<file path="src/rtl/id_issue_stage.sv">
// Decode/issue stage: one-entry holding register, operand collection (regfile + bypass), branch resolve.
// Optional macro ID_BYPASS_EN enables forwarding from the bypass stages; otherwise any bypass hit stalls.
module id_issue_stage #(
  parameter int unsigned DATA_W  = 32,
  parameter int unsigned NUM_SRC = 2,
  parameter int unsigned NUM_BYP = 3,
  parameter int unsigned META_W  = 24
) (
  input  logic                        clk,
  input  logic                        resetn,
  input  logic                        in_valid,
  output logic                        in_ready,
  input  logic [31:0]                 in_pc,
  input  logic [31:0]                 in_pred_pc,
  input  logic [31:0]                 in_imm,
  input  logic [5*NUM_SRC-1:0]        in_rs,
  input  logic [NUM_SRC-1:0]          in_rs_en,
  input  logic [4:0]                  in_rd,
  input  logic                        in_rd_we,
  input  logic [3:0]                  in_br_type,
  input  logic [META_W-1:0]           in_meta,
  input  logic [NUM_BYP-1:0]          byp_valid,
  input  logic [NUM_BYP-1:0]          byp_we,
  input  logic [NUM_BYP-1:0]          byp_data_ok,
  input  logic [5*NUM_BYP-1:0]        byp_addr,
  input  logic [DATA_W*NUM_BYP-1:0]   byp_data,
  input  logic                        wb_we,
  input  logic [4:0]                  wb_addr,
  input  logic [DATA_W-1:0]           wb_data,
  input  logic                        flush,
  output logic                        out_valid,
  input  logic                        out_ready,
  output logic [31:0]                 out_pc,
  output logic [31:0]                 out_imm,
  output logic [DATA_W*NUM_SRC-1:0]   out_src,
  output logic [4:0]                  out_rd,
  output logic                        out_rd_we,
  output logic [META_W-1:0]           out_meta,
  output logic                        redirect_valid,
  output logic [31:0]                 redirect_pc,
  output logic [31:0]                 stall_cnt
);

  localparam int unsigned PC_W    = 32;
  localparam int unsigned RA_W    = 5;
  localparam int unsigned REG_N   = 32;
  localparam int unsigned SRC_PAD = (NUM_SRC > 1) ? NUM_SRC : 2;

  localparam logic [3:0] BR_NONE = 4'd0;
  localparam logic [3:0] BR_BEQ  = 4'd1;
  localparam logic [3:0] BR_BNE  = 4'd2;
  localparam logic [3:0] BR_BLT  = 4'd3;
  localparam logic [3:0] BR_BGE  = 4'd4;
  localparam logic [3:0] BR_BLTU = 4'd5;
  localparam logic [3:0] BR_BGEU = 4'd6;
  localparam logic [3:0] BR_B    = 4'd7;
  localparam logic [3:0] BR_JIRL = 4'd8;

  typedef struct packed {
    logic [PC_W-1:0]         pc;
    logic [PC_W-1:0]         pred_pc;
    logic [PC_W-1:0]         imm;
    logic [RA_W*NUM_SRC-1:0] rs;
    logic [NUM_SRC-1:0]      rs_en;
    logic [RA_W-1:0]         rd;
    logic                    rd_we;
    logic [3:0]              br_type;
    logic [META_W-1:0]       meta;
  } instr_t;

  instr_t              h_q, h_d;
  logic                hv_q, hv_d;
  logic [DATA_W-1:0]   rf_q [REG_N];
  logic [DATA_W-1:0]   rf_d [REG_N];
  logic [31:0]         stall_cnt_q, stall_cnt_d;

  logic [DATA_W-1:0]   src_val [SRC_PAD];
  logic [SRC_PAD-1:0]  src_rdy;
  logic [RA_W-1:0]     rs_s;
  logic                hit;
  logic [DATA_W-1:0]   rf_val;
  logic                go, fire, capture, taken;
  logic [PC_W-1:0]     tgt, next_pc;
`ifdef ID_BYPASS_EN
  logic                hit_ok;
  logic [DATA_W-1:0]   hit_data;
`else
  logic                unused_byp;
  assign unused_byp = ^{byp_data, byp_data_ok};
`endif

  // Per-source operand: nearest matching bypass stage wins, else write-through regfile.
  always_comb begin : operand_resolve
    for (int s = 0; s < SRC_PAD; s++) src_val[s] = '0;
    src_rdy = '1;
    rs_s    = '0;
    hit     = 1'b0;
    rf_val  = '0;
`ifdef ID_BYPASS_EN
    hit_ok   = 1'b0;
    hit_data = '0;
`endif
    for (int s = 0; s < NUM_SRC; s++) begin
      rs_s = h_q.rs[s*RA_W +: RA_W];
      if (h_q.rs_en[s] && (rs_s != '0)) begin
        hit = 1'b0;
`ifdef ID_BYPASS_EN
        hit_ok   = 1'b0;
        hit_data = '0;
`endif
        for (int b = 0; b < NUM_BYP; b++) begin
          if (!hit && byp_valid[b] && byp_we[b] && (byp_addr[b*RA_W +: RA_W] == rs_s)) begin
            hit = 1'b1;
`ifdef ID_BYPASS_EN
            hit_ok   = byp_data_ok[b];
            hit_data = byp_data[b*DATA_W +: DATA_W];
`endif
          end
        end
        rf_val = (wb_we && (wb_addr == rs_s)) ? wb_data : rf_q[rs_s];
`ifdef ID_BYPASS_EN
        src_rdy[s] = hit ? hit_ok : 1'b1;
        src_val[s] = hit ? hit_data : rf_val;
`else
        src_rdy[s] = !hit;
        src_val[s] = rf_val;
`endif
      end
    end
  end

  // Branch condition and resolved next PC of the held instruction.
  always_comb begin : branch_resolve
    taken = 1'b0;
    unique case (h_q.br_type)
      BR_BEQ:  taken = (src_val[0] == src_val[1]);
      BR_BNE:  taken = (src_val[0] != src_val[1]);
      BR_BLT:  taken = ($signed(src_val[0]) <  $signed(src_val[1]));
      BR_BGE:  taken = ($signed(src_val[0]) >= $signed(src_val[1]));
      BR_BLTU: taken = (src_val[0] <  src_val[1]);
      BR_BGEU: taken = (src_val[0] >= src_val[1]);
      BR_B, BR_JIRL: taken = 1'b1;
      default: taken = 1'b0;
    endcase
    tgt     = (h_q.br_type == BR_JIRL) ? (PC_W'(src_val[0]) + h_q.imm) : (h_q.pc + h_q.imm);
    next_pc = taken ? tgt : (h_q.pc + PC_W'(4));
  end

  assign go             = &src_rdy;
  assign out_valid      = hv_q && go && !flush;
  assign fire           = out_valid && out_ready;
  assign redirect_valid = fire && (h_q.br_type != BR_NONE) && (next_pc != h_q.pred_pc);
  assign redirect_pc    = next_pc;
  assign in_ready       = !hv_q || fire;
  assign capture        = in_valid && in_ready;

  assign out_pc    = h_q.pc;
  assign out_imm   = h_q.imm;
  assign out_rd    = h_q.rd;
  assign out_rd_we = h_q.rd_we;
  assign out_meta  = h_q.meta;
  assign stall_cnt = stall_cnt_q;

  always_comb begin : out_pack
    out_src = '0;
    for (int s = 0; s < NUM_SRC; s++) out_src[s*DATA_W +: DATA_W] = src_val[s];
  end

  // Holding-register, regfile and stall counter next state; flush beats redirect beats capture.
  always_comb begin : next_state
    hv_d = hv_q;
    if (flush)               hv_d = 1'b0;
    else if (redirect_valid) hv_d = 1'b0;
    else if (capture)        hv_d = 1'b1;
    else if (fire)           hv_d = 1'b0;

    h_d = h_q;
    if (capture) begin
      h_d.pc      = in_pc;
      h_d.pred_pc = in_pred_pc;
      h_d.imm     = in_imm;
      h_d.rs      = in_rs;
      h_d.rs_en   = in_rs_en;
      h_d.rd      = in_rd;
      h_d.rd_we   = in_rd_we;
      h_d.br_type = in_br_type;
      h_d.meta    = in_meta;
    end

    rf_d = rf_q;
    if (wb_we && (wb_addr != '0)) rf_d[wb_addr] = wb_data;

    stall_cnt_d = stall_cnt_q;
    if (hv_q && !go && (stall_cnt_q != 32'hFFFF_FFFF)) stall_cnt_d = stall_cnt_q + 32'd1;
  end

  always_ff @(posedge clk or negedge resetn) begin
    if (!resetn) begin
      hv_q        <= 1'b0;
      h_q         <= '0;
      stall_cnt_q <= '0;
      for (int i = 0; i < REG_N; i++) rf_q[i] <= '0;
    end else begin
      hv_q        <= hv_d;
      h_q         <= h_d;
      stall_cnt_q <= stall_cnt_d;
      for (int i = 0; i < REG_N; i++) rf_q[i] <= rf_d[i];
    end
  end

endmodule
</file>
<file path="config.mk">
export PLATFORM = sky130hd
export DESIGN_NAME = id_issue_stage
export DESIGN_NICKNAME = d
export VERILOG_FILES = /design/src/rtl/id_issue_stage.sv
export SDC_FILE = /design/constraint.sdc
export NUM_CORES = 2
export LEC_CHECK = 0
export CAP_MARGIN = 5
export CORE_MARGIN = 1
export CORE_UTILIZATION = 40
export CTS_CLUSTER_SIZE = 8
export DETAILED_ROUTE_END_ITERATION = 10
export GPL_TIMING_DRIVEN = 0
export MAX_ROUTING_LAYER = met4
export PLACE_DENSITY = 0.6
export SYNTH_ARGS = -nofsm -noshare
export SYNTH_HDL_FRONTEND = slang
export SYNTH_SLANG_ARGS = --single-unit
</file>
<file path="constraint.sdc">
create_clock -name clk -period 8.1 [get_ports clk]
set_clock_uncertainty 0.15 [all_clocks]
set_input_delay 1.215 -clock clk [delete_from_list [all_inputs] [get_ports clk]]
set_output_delay 1.215 -clock clk [all_outputs]
set_load 0.005 [all_outputs]
</file>
==> flow_metrics.py <==
metrics = {
    "timing": {
        "setup_viol": 20,
        "min_period_ps": 8450,
        "slew_violations": 0,
        "worst_slack_ps": -348,
        "maxSlewHeadroom": 0.0615,
        "hold_violations": 0,
        "finalCritPeriodShare": 1.04,
        "hold_slack_ps": 328,
        "worst_pin_slew_ps": 1400,
        "max_freq_mhz": 118,
        "rsz0062_at_grt": "true",
    },
    "critical_path": {
        "reg2reg_depth": 26,
        "cp_max_fo": 10,
        "regToRegEndpoint": "hv_q$_DFFE_PN0P_",
        "crit_path_end_kind": "output pin",
        "rrSetupSlack_ps": 1420,
        "cp_data_arrival_time_ps": 7080,
        "critPathKind": "flop to output pin",
        "worstPathRequired_ps": 6730,
        "reg2reg_from": "h_q[42]$_DFFE_PN0P_",
        "start_kind": "flop",
    },
    "synth": {
        "yosys_most_used_dff": "dfrtp_1",
        "synth.distinct_cells": 79,
        "synth_area_leaders": "dfrtp_1 44%, mux2_2 20%, mux4_2 12%",
        "synthArstFlopShare": 1.00,
        "ys_seq_elements": 1199,
        "yosysSeqAreaShare": 0.441,
        "synth_area_leader_cell": "dfrtp_1",
        "yosys.area.top_type_share": 0.441,
        "synth_edf_count": 0,
        "synthTopCellsByCount": "1229 x mux2_2, 1199 x dfrtp_1, 372 x mux4_2, 347 x clkbuf_1, 299 x mux2i_1",
        "syn_area_um2": 68100,
        "yosysMostFrequentCell": "mux2_2",
        "synthCells": 5326,
        "syn_nets": 5697,
        "avgSynthCellArea_um2": 12.8,
        "yosysWarningCount": 0,
    },
    "die": {
        "rows": 151,
        "die_area_um2": 172000,
        "pin_count": 530,
        "start_util": 0.402,
        "die_h_um": 415,
        "core_area_um2": 169000,
        "die_w_um": 415,
    },
    "cts": {
        "tritoncts": "built",
        "insertion_delay_ps": 820,
        "clkSinkCount": 1199,
        "clk_path_buf_depth": 3,
        "cts_max_level": 4,
        "path_clk_slew_ps": 50,
        "cts_buffers": 168,
        "cts_root_buf": "clkbuf_16",
    },
    "layout": {
        "nets": 6498,
        "area_growth_pct": 26.9,
        "drive_gt1_frac": 0.425,
        "fin_util": 0.511,
        "layout.cells.non_filler": 8389,
        "num-fill-cells": 14700,
        "final_area_um2": 86400,
    },
    "run_status": {
        "status": "complete, but fails checks",
        "violations": "setup timing",
    },
    "drt": {
        "route.detailed.drc": 0,
        "via_count": 54600,
        "drtPass1Iterations": 8,
        "avgRoutedWirePerCell_um": 37.9,
        "via_per_inst": 6.51,
        "antenna_left": 0,
        "wirelength_um": 318000,
        "drtIter0Drc": 7078,
    },
    "placed_design": {
        "hpwl_um": 235000,
        "gp_congestion": 1.06,
        "dp_cells": 7997,
        "placed_area_um2": 75800,
        "numPortBuffers": 424,
    },
    "power_and_ir_drop": {
        "ir_drop_mv": 0.271,
        "p_leak_nw": 36.8,
        "power_density_nw_per_um2": 299,
    },
    "grt": {
        "grt-ovfl-total": 0,
        "grt_pass1_wl_um": 429000,
        "grt_antenna_before_repair": 24,
        "grt_use_total": 0.373,
        "grt_max_degree": 175,
        "grt_pass1_vias": 53200,
    },
    "run": {
        "maxCapViolCount": 0,
    },
    "worst_hold_path": {
        "whs_endpoint": "rf_q[996]$_DFFE_PN0P_",
        "holdPathStages": 1,
        "min_path_type": "flop to flop",
        "worstHoldStart": "rf_q[996]$_DFFE_PN0P_",
    },
}
area by class of cell:
type,count,area (um^2),share of cell area
diodes,28,70.1,0.000811
plain buffers,582,4590,0.0531
clock buffers,173,4260,0.0493
clock inverters,13,204,0.00236
inverters,59,221,0.00256
multi-input cells,3476,37500,0.433
flip-flops and latches,1199,30000,0.347
well taps,2218,2780,0.0321
repair buffers,641,6840,0.0791
cells in the final DEF, fill, tap and decap left out, drive strengths merged, types with 13 or more instances in the layout:
cell type	netlist	final
diode	0	28
dlygate4sd2	0	15
nand2	221	221
and3	16	16
dfrtp	1199	1199
xnor2	80	80
a21oi	200	200
nand3	36	36
o211ai	80	80
xor2	74	74
buf	245	473
nor3	26	26
nand2b	50	50
o22ai	36	36
inv	59	67
a221o	13	13
mux4	372	372
mux2	1229	1229
nor4	21	21
o21ai	131	131
nor2	161	161
a22oi	66	66
clkbuf	347	502
clkdlybuf4s50	0	394
nand4	32	32
ha	65	65
a221oi	91	91
a211oi	30	30
mux2i	299	299
timing repair:
item                                    CTS  global route
hold buffers                              0             0
endpoints found under the hold margin     0             0
endpoints found under the setup margin   73            33
pin swaps                                90            60
gates cloned                              2             3
setup buffers                           123            62
gates resized for setup                 983           153
sequential cells by signal, summed over array words and instances, names as in the netlist:
name / cells
rf_q: 1024
out_rd: 5
out_pc: 32
out_meta: 24
out_rd_we: 1
stall_cnt: 32
h_q: 48
out_imm: 32
hv_q: 1
how the worst max path moves through the flow:
stage / startpoint / end / slack, ps / cells after the start
finish: h_q[42]$_DFFE_PN0P_ / redirect_valid / -350 / 25
global route: h_q[41]$_DFFE_PN0P_ / redirect_valid / -470 / 27
CTS: h_q[36]$_DFFE_PN0P_ / redirect_valid / -180 / 27
detailed placement: h_q[44]$_DFFE_PN0P_ / redirect_valid / -4540 / 22
global placement: resetn / rf_q[285]$_DFFE_PN0P_ / -50670 / 1
floorplan: wb_addr[4] / redirect_valid / 540 / 24
logic make-up after synthesis:
group | Yosys count | synth area share
AO/OA/AOI/OAI | 727 | 0.0708
AND/OR/NAND/NOR | 626 | 0.0437
buffers and inverters | 651 | 0.0417
flip-flops | 1199 | 0.441
multiplexers | 1900 | 0.370
adder cells (fa/ha/maj) | 66 | 0.0122
XOR/XNOR | 157 | 0.0208
report_power, final:
| group | leakage [nW] | internal (W) | switching [W] |
|---|---|---|---|
| registers | 15.2 | 0.00711 | 0.000983 |
| clock network | 2.19 | 0.00369 | 0.00276 |
| logic | 19.4 | 0.00515 | 0.00615 |
layer usage:
layer	vias up	global-route usage	routed length (um)
met5	-	-	0
li1	21500	-	-
met4	0	0.249	26600
met1	28600	0.449	120000
met3	1012	0.127	36000
met2	3529	0.529	136000
through the flow:
step	total power (W)	setup slack [ps]	TNS, ps
after floorplan	0.0130	542	0
after global placement	0.0172	-50670	-
after detailed placement	0.0173	-4540	-134650
after CTS	0.0251	-180	-229
after global routing	0.0264	-470	-4810
final	0.0258	-348	-2400
worst max-delay path, stage by stage (launching register included):
cell and delay [ps]:
dfrtp_4 560, buf_6 210, clkbuf_16 220, nand2_1 120
buf_2 340, buf_6 290, o221ai_1 220, a221oi_4 500
a211oi_2 80, a21oi_2 250, nand2b_1 190, ha_1 200
nand4_1 240, nor4b_4 390, nand2_1 110, o211a_1 220
o31a_1 330, o211ai_4 310, buf_6 200, buf_4 130
o2111ai_1 130, nor3_1 250, o2111a_1 260, nand4_4 150
o21a_1 210, buf_2 130
No activity file was read; power rests on OpenSTA's default activity.
